<file path="src/rtl/half_adder_pkg.sv">
// Shared constants and helpers for the half adder with its carry-event counter.
package half_adder_pkg;

  localparam int CNT_W_DEF = 8;

  // All-ones value for a counter of width w (1..32), used as the saturation ceiling.
  function automatic logic [31:0] sat_max(input int w);
    logic [31:0] r;
    if (w >= 32) r = 32'hFFFF_FFFF;
    else         r = (32'd1 << w) - 32'd1;
    return r;
  endfunction

endpackage

</file>
<file path="src/rtl/half_adder_sat_counter.sv">
// Saturating up-counter with sticky saturation flag; clr has priority over inc.
module half_adder_sat_counter
  import half_adder_pkg::*;
#(
  parameter int W = CNT_W_DEF
) (
  input  logic         clk,
  input  logic         rst,
  input  logic         inc,
  input  logic         clr,
  output logic [W-1:0] value,
  output logic         sat
);

  localparam logic [W-1:0] MAX = W'(sat_max(W));

  logic [W-1:0] value_d, value_q;
  logic         sat_d, sat_q;

  always_comb begin
    value_d = value_q;
    sat_d   = sat_q;
    if (clr) begin
      value_d = '0;
      sat_d   = 1'b0;
    end else if (inc && (value_q != MAX)) begin
      value_d = value_q + W'(1);
      // Flag rises on the same edge the count reaches all-ones.
      if (value_q == MAX - W'(1)) sat_d = 1'b1;
    end
  end

  always_ff @(posedge clk or posedge rst) begin
    if (rst) begin
      value_q <= '0;
      sat_q   <= 1'b0;
    end else begin
      value_q <= value_d;
      sat_q   <= sat_d;
    end
  end

  assign value = value_q;
  assign sat   = sat_q;

endmodule

</file>
<file path="src/rtl/half_adder.sv">
// Half adder with combinational and registered outputs plus a saturating carry-event counter.
module half_adder
  import half_adder_pkg::*;
#(
  parameter int CNT_W = CNT_W_DEF
) (
  input  logic             clk,
  input  logic             rst,
  input  logic             A,
  input  logic             B,
  input  logic             en,
  input  logic             clr,
  output logic             Sum,
  output logic             Cout,
  output logic             Sum_q,
  output logic             Cout_q,
  output logic [CNT_W-1:0] carry_cnt,
  output logic             cnt_sat
);

  // Pure gates: independent of clk/rst/en/clr.
  assign Sum  = A ^ B;
  assign Cout = A & B;

  logic sum_d, sum_q;
  logic cout_d, cout_q;

  always_comb begin
    sum_d  = sum_q;
    cout_d = cout_q;
    if (en) begin
      sum_d  = Sum;
      cout_d = Cout;
    end
  end

  always_ff @(posedge clk or posedge rst) begin
    if (rst) begin
      sum_q  <= 1'b0;
      cout_q <= 1'b0;
    end else begin
      sum_q  <= sum_d;
      cout_q <= cout_d;
    end
  end

  assign Sum_q  = sum_q;
  assign Cout_q = cout_q;

  half_adder_sat_counter #(.W(CNT_W)) u_cnt (
    .clk   (clk),
    .rst   (rst),
    .inc   (en & Cout),
    .clr   (clr),
    .value (carry_cnt),
    .sat   (cnt_sat)
  );

endmodule

</file>
<file path="config.mk">
export PLATFORM = sky130hd
export DESIGN_NAME = half_adder
export DESIGN_NICKNAME = d
export VERILOG_FILES = /design/src/rtl/half_adder_pkg.sv /design/src/rtl/half_adder_sat_counter.sv /design/src/rtl/half_adder.sv
export SDC_FILE = /design/constraint.sdc
export NUM_CORES = 1
export LEC_CHECK = 0
export ABC_AREA = 1
export CAP_MARGIN = 25
export CORE_MARGIN = 2
export CORE_UTILIZATION = 44
export CTS_CLUSTER_DIAMETER = 100
export CTS_CLUSTER_SIZE = 12
export DETAILED_ROUTE_END_ITERATION = 10
export HOLD_SLACK_MARGIN = 0.03
export PLACE_DENSITY = 0.72
export SLEW_MARGIN = 20
export SYNTH_ARGS = -nofsm -noshare
export SYNTH_HDL_FRONTEND = slang
export SYNTH_SLANG_ARGS = --single-unit
export TNS_END_PERCENT = 5
</file>
<file path="constraint.sdc">
create_clock -name clk -period 1.55 [get_ports clk]
set_clock_uncertainty 0.15 [all_clocks]
set_input_delay 0.3875 -clock clk [delete_from_list [all_inputs] [get_ports clk]]
set_output_delay 0.3875 -clock clk [all_outputs]
set_load 0.01 [all_outputs]
</file>
Yosys cells after proc, flatten, opt, wreduce, memory -nomap -nowiden

Cells that the tools add are included.
Widths: inputs -> output; s select.

Register bits after elaboration: 11
Latch bits: 0
Memory bits (writable): 0
Memory bits (read-only): 0
Input port bits: 6
Output and inout port bits: 13
Memories kept: 0

Add/subtract/negate cells: 1
$mul: 0
Divide/modulo/power cells: 0
$lt $le $gt $ge: 0
Equality and inequality tests: 2
Shifts and indexed selects: 0
Multiplexer cells: 5
Bitwise logic cells: 3
Reduce and logical (&&, ||, !) cells: 4

Operators with widths:

| kind                | count |
|---|---|
| $mux 8              | 2 |
| $add 8x1->8 const B | 1 |
| $eq 8x8->1 const B  | 1 |
| $ne 8x8->1 const B  | 1 |
| $reduce_bool 2->1   | 2 |
| $mux 1              | 3 |
| $and 1x1->1         | 2 |
| $reduce_and 2->1    | 1 |
| $logic_and 1x1->1   | 1 |
| $xor 1x1->1         | 1 |

Logic depth before layout (Yosys ltp)

Depth in word-level cells: 5
Gate-level depth with buffers: 9
Depth with buffers taken out: 9

Cells and area by module

A second synthesis with hierarchy kept.

Cells, all modules: 93
Area, all modules: 665.6 um^2

By module, submodules not included:

| module                 | instances | cells an instance | area an instance (um^2) | seq. area each (um^2) |
|---|---|---|---|---|
| half_adder_sat_counter | 1         | 81                | 569.3                   | 225.2 |
| half_adder             | 1         | 12                | 96.3                    | 50.0 |

Worst setup path before layout

No wires, ideal clock.

Kind: register -> register
Start point: register u_cnt.value_q[1] (netlist: u_cnt.value[1])
End point: register u_cnt.value_q[4] (netlist: u_cnt.value[4])
Library setup time: 0.065 ns
Data arrival time: 1.269 ns
Required time: 1.335 ns
Slack: 0.066 ns
Cell stages (with the launch flop): 10
Path buffers: 0
Cells stage by stage: dfrtp_1 -> ha_1 -> clkinv_1 -> nor2_4 -> nand2_2 -> nand2_2 -> nand2_4 -> clkinv_2 -> nand2_1 -> nand2_1

Cells in the longest elaborated chain, start to end: 3
Elaborated cells on any way between the ends: 6
Classes of those cells: 1 x add/sub; 1 x eq/ne; 2 x mux; 2 x reduce/logical

RTL lines:

| what                                               | line                                                       | source |
|---|---|---|
| start: declaration                                 | half_adder_sat_counter.sv:17                               | `logic [W-1:0] value_d, value_q;` |
| start signal: assignment                           | half_adder_sat_counter.sv:38                               | `value_q <= value_d;` |
| $add 8x1->8 / $ne 8x8->1 (equally long branches)   | half_adder_sat_counter.sv:27, half_adder_sat_counter.sv:26 |  |
| $mux 8 / $logic_and 1x1->1 (equally long branches) | half_adder_sat_counter.sv:26                               | `end else if (inc && (value_q != MAX)) begin` |
| $mux 8 / $reduce_bool 2->1 (equally long branches) | n/a                                                        |  |

Parallel ways exist; a longest one is shown, timed or not. The select of a mux whose other input is x is not followed.
A chain may end at the register's enable or synchronous reset.

Final worst setup path

Start point: register u_cnt.value_q[6] (netlist: u_cnt.value[6])
End point: output carry_cnt[6]

RTL lines:

| what             | line             | source |
|---|---|---|
| end: declaration | half_adder.sv:17 | `output logic [CNT_W-1:0] carry_cnt,` |

No word-level cell between the ends.

==> results.md <==
* Final ANT Viol Nets at 0
* Rel. slew slack at 71.1%
* Met2 wire len at 858 µm
* Floorplan row count at 14
* Net Switching at 0.175 mW
* Clk sink count at 11
* HP Class: primary input to asynchronous set/reset pin
* Area share of the largest cell type after synthesis at 41.2%
* Final setup viols at 0
* Final Hold Viols at 0
* IO Pins at 19
* Largest fanout on the critical path at 4
* Post-synthesis sequential area ratio at 41.2%
* Max-slew violations at 0
* Netlist Area Pre-Place at 668 µm²
* Global-route wire length before repair at 2640 µm
* Post-route minimum period at 1520 ps
* Die height at 43.0 µm
* DR vias at 694
* Worst r2r path cells at 10
* Final instance area at 1040 µm²
* Via count of the first global-routing pass at 646
* CTS tree: done
* Most area-hungry cell type in the Yosys netlist: dfrtp_1
* Critical Path RT at 1010 ps
* Critical path class: register to output pin
* Crit Reg-Reg Startpoint: u_cnt.value[1]
* Syn avg cell area at 7.68 µm²
* Final hold slack at 258 ps
* Worst Tran Pin Value at 433 ps
* Seq pwr share at 47.5%
* Dpl hpwl at 1200 µm
* Max clock buf depth at 2
* R2r endpoint: u_cnt.value[4]
* Largest net degree at the start of global routing at 12
* Crit path to: carry_cnt[6]
* Max Freq at 0.657 GHz
* Pwr dens at 616 nW/µm²
* Initial antenna violation count at 0
* Root buf cell: clkbuf_4
* Commonest non-fill, non-tap cell in the layout: nand2_1
* Crit path buffers/inverters at 1
* CP Cell Sequence: dlygate4sd2_1
* Syn-to-layout area delta at 55.6%
* DP Area at 951 µm²
* Die W at 43.0 µm
* Layout Nets at 135
* Synthesis-stage register bit count at 11
* Clock power frac at 32.2%
* CP Launch Point: u_cnt.value[6]
* Die Area at 1850 µm²
* Worst ir drop on vdd at 0.513 mV
* Layout cell share with drive strength beyond 1 at 30.4%
* P_leak at 0.558 nW
* CP startpoint kind: register
* YS warnings at 0
* Port-buffer cells at 18
* Comb pwr share at 20.2%
* Cells after synthesis at 87
* Starting Density at 45.4%
* Synth unique cells at 19
* Number of max-cap violations at 0
* Top sig layer: met4
* Cell family with most CP delay: flip-flops
* Status: completed
* Post-CTS Hold Fix Bufs at 0
* Vias per inst at 4.92
* Switching Share at 27.4%
* Reg2Reg Setup Slack at 70 ps
* First drt pass iteration count at 4
* Worst skew pair latency at 280 ps
* Total CTS buffers at 3
* Max incr delay on CP at 410 ps
* Slowest cell on crit path: dfrtp_1
* Fill count at 126
* Number of diodes at 0
* Mapped Nets at 96
* RSZ-0062 raised after global routing: true
* Routed len/inst at 12.1 µm
* Wl on met1 at 757 µm
* Endpoint class of the critical path: output pin
* Total grt overflow at 0
* Top cells by area, synth: dfrtp_1 41%, nand2_1 15%, ha_1 5.6%, nand3_1 5.2%, inv_1 5.1%
* WP depth at 1
* Met3 routed WL at 43 µm
* Int Power at 0.465 mW
* CP arrival at 980 ps
* Period Utilization, post-route at 98.2%
* Final wirelength at 1700 µm
* DRT iter0 DRCs at 10
* # DRC at 0
* Clk slew on worst S/H paths at 70 ps
* Commonest cells after routing, fill and taps aside: 26 x nand2_1, 14 x buf_4, 11 x dfrtp_1
* Core Area at 1470 µm²
* GPL Wtd Cong at 0.780
* H-tree depth at 1
* GRT Total Usage at 19.3%
==> flip-flops by register name, indices dropped and copies added, names as in the netlist <==
name,count
Cout_q,1
Sum_q,1
u_cnt.sat,1
u_cnt.value,8
==> cell usage after synthesis <==
cell type,n
nand2_1,26
dfrtp_1,11
inv_1,9
nor2_1,8
nand3_1,7
nand2_2,4
nand4_1,4
ha_1,3
inv_2,2
nor2_4,2
o21ai_1,2
o21bai_1,2
a21oi_2,1
clkinv_1,1
clkinv_2,1
mux2_2,1
nand2_4,1
o21ai_0,1
xor2_1,1
==> final cells by class <==
cell class	instances	area, µm²	share of cell area [%]
clock buffer	4	26.3	2.53
inverter	13	56.3	5.42
multi-input combinational	63	375	36.1
sequential	11	275	26.5
tap	16	20.0	1.93
timing repair buffer	34	287	27.6
==> how the worst min path moves through the flow <==
stage	end	slack, ps	cells after the start
after global placement	u_cnt.sat	310	2
after global routing	u_cnt.sat	310	2
after CTS	u_cnt.sat	280	2
final	u_cnt.sat	260	2
after floorplan	Cout_q	90	1
after detailed placement	u_cnt.sat	310	2
==> kinds of logic after synthesis <==
group | Yosys count | synth area share, %
fa+ha+maj | 3 | 5.62
flops | 11 | 41.2
xor+xnor | 1 | 1.31
simple gates | 52 | 36.9
mux | 1 | 1.69
buf+inv | 13 | 7.49
compound gates | 6 | 5.80
==> power groups by stage <==
stage | Sequential [mW] | Clock, mW | Combinational, mW
after floorplan | 0.318 | 0 | 0.0406
after global placement | 0.312 | 0 | 0.111
after detailed placement | 0.313 | 0 | 0.114
after CTS | 0.304 | 0.208 | 0.118
after global routing | 0.306 | 0.218 | 0.141
final | 0.304 | 0.206 | 0.130
==> layer usage <==
layer	vias up	GRT usage, %
li1	353	-
met1	326	22.6
met2	10	32.4
met3	5	2.98
met4	0	12.7
met5	-	0
==> through the flow <==
step                instances  worst slack (ps)  power, mW  utilization, %  TNS (ps)
global placement          132              -591      0.423            64.6     -4220
floorplan                  87              66.1      0.359               -         0
finish                    141              28.6      0.640            70.7         0
CTS                       138              3.90      0.630            67.8         0
global route              141             -26.9      0.665            70.7     -46.2
detailed placement        132              -603      0.427            64.6     -4570
==> what timing repair did <==
item / 4_1_cts / 5_1_grt
endpoints found under the hold margin: 0 / 0
setup buffers: 2 / 3
resized for setup: 27 / 10
pin swaps: 1 / 3
endpoints found under the setup margin: 22 / 10
Note: power is estimated with default switching activity, not from simulation.
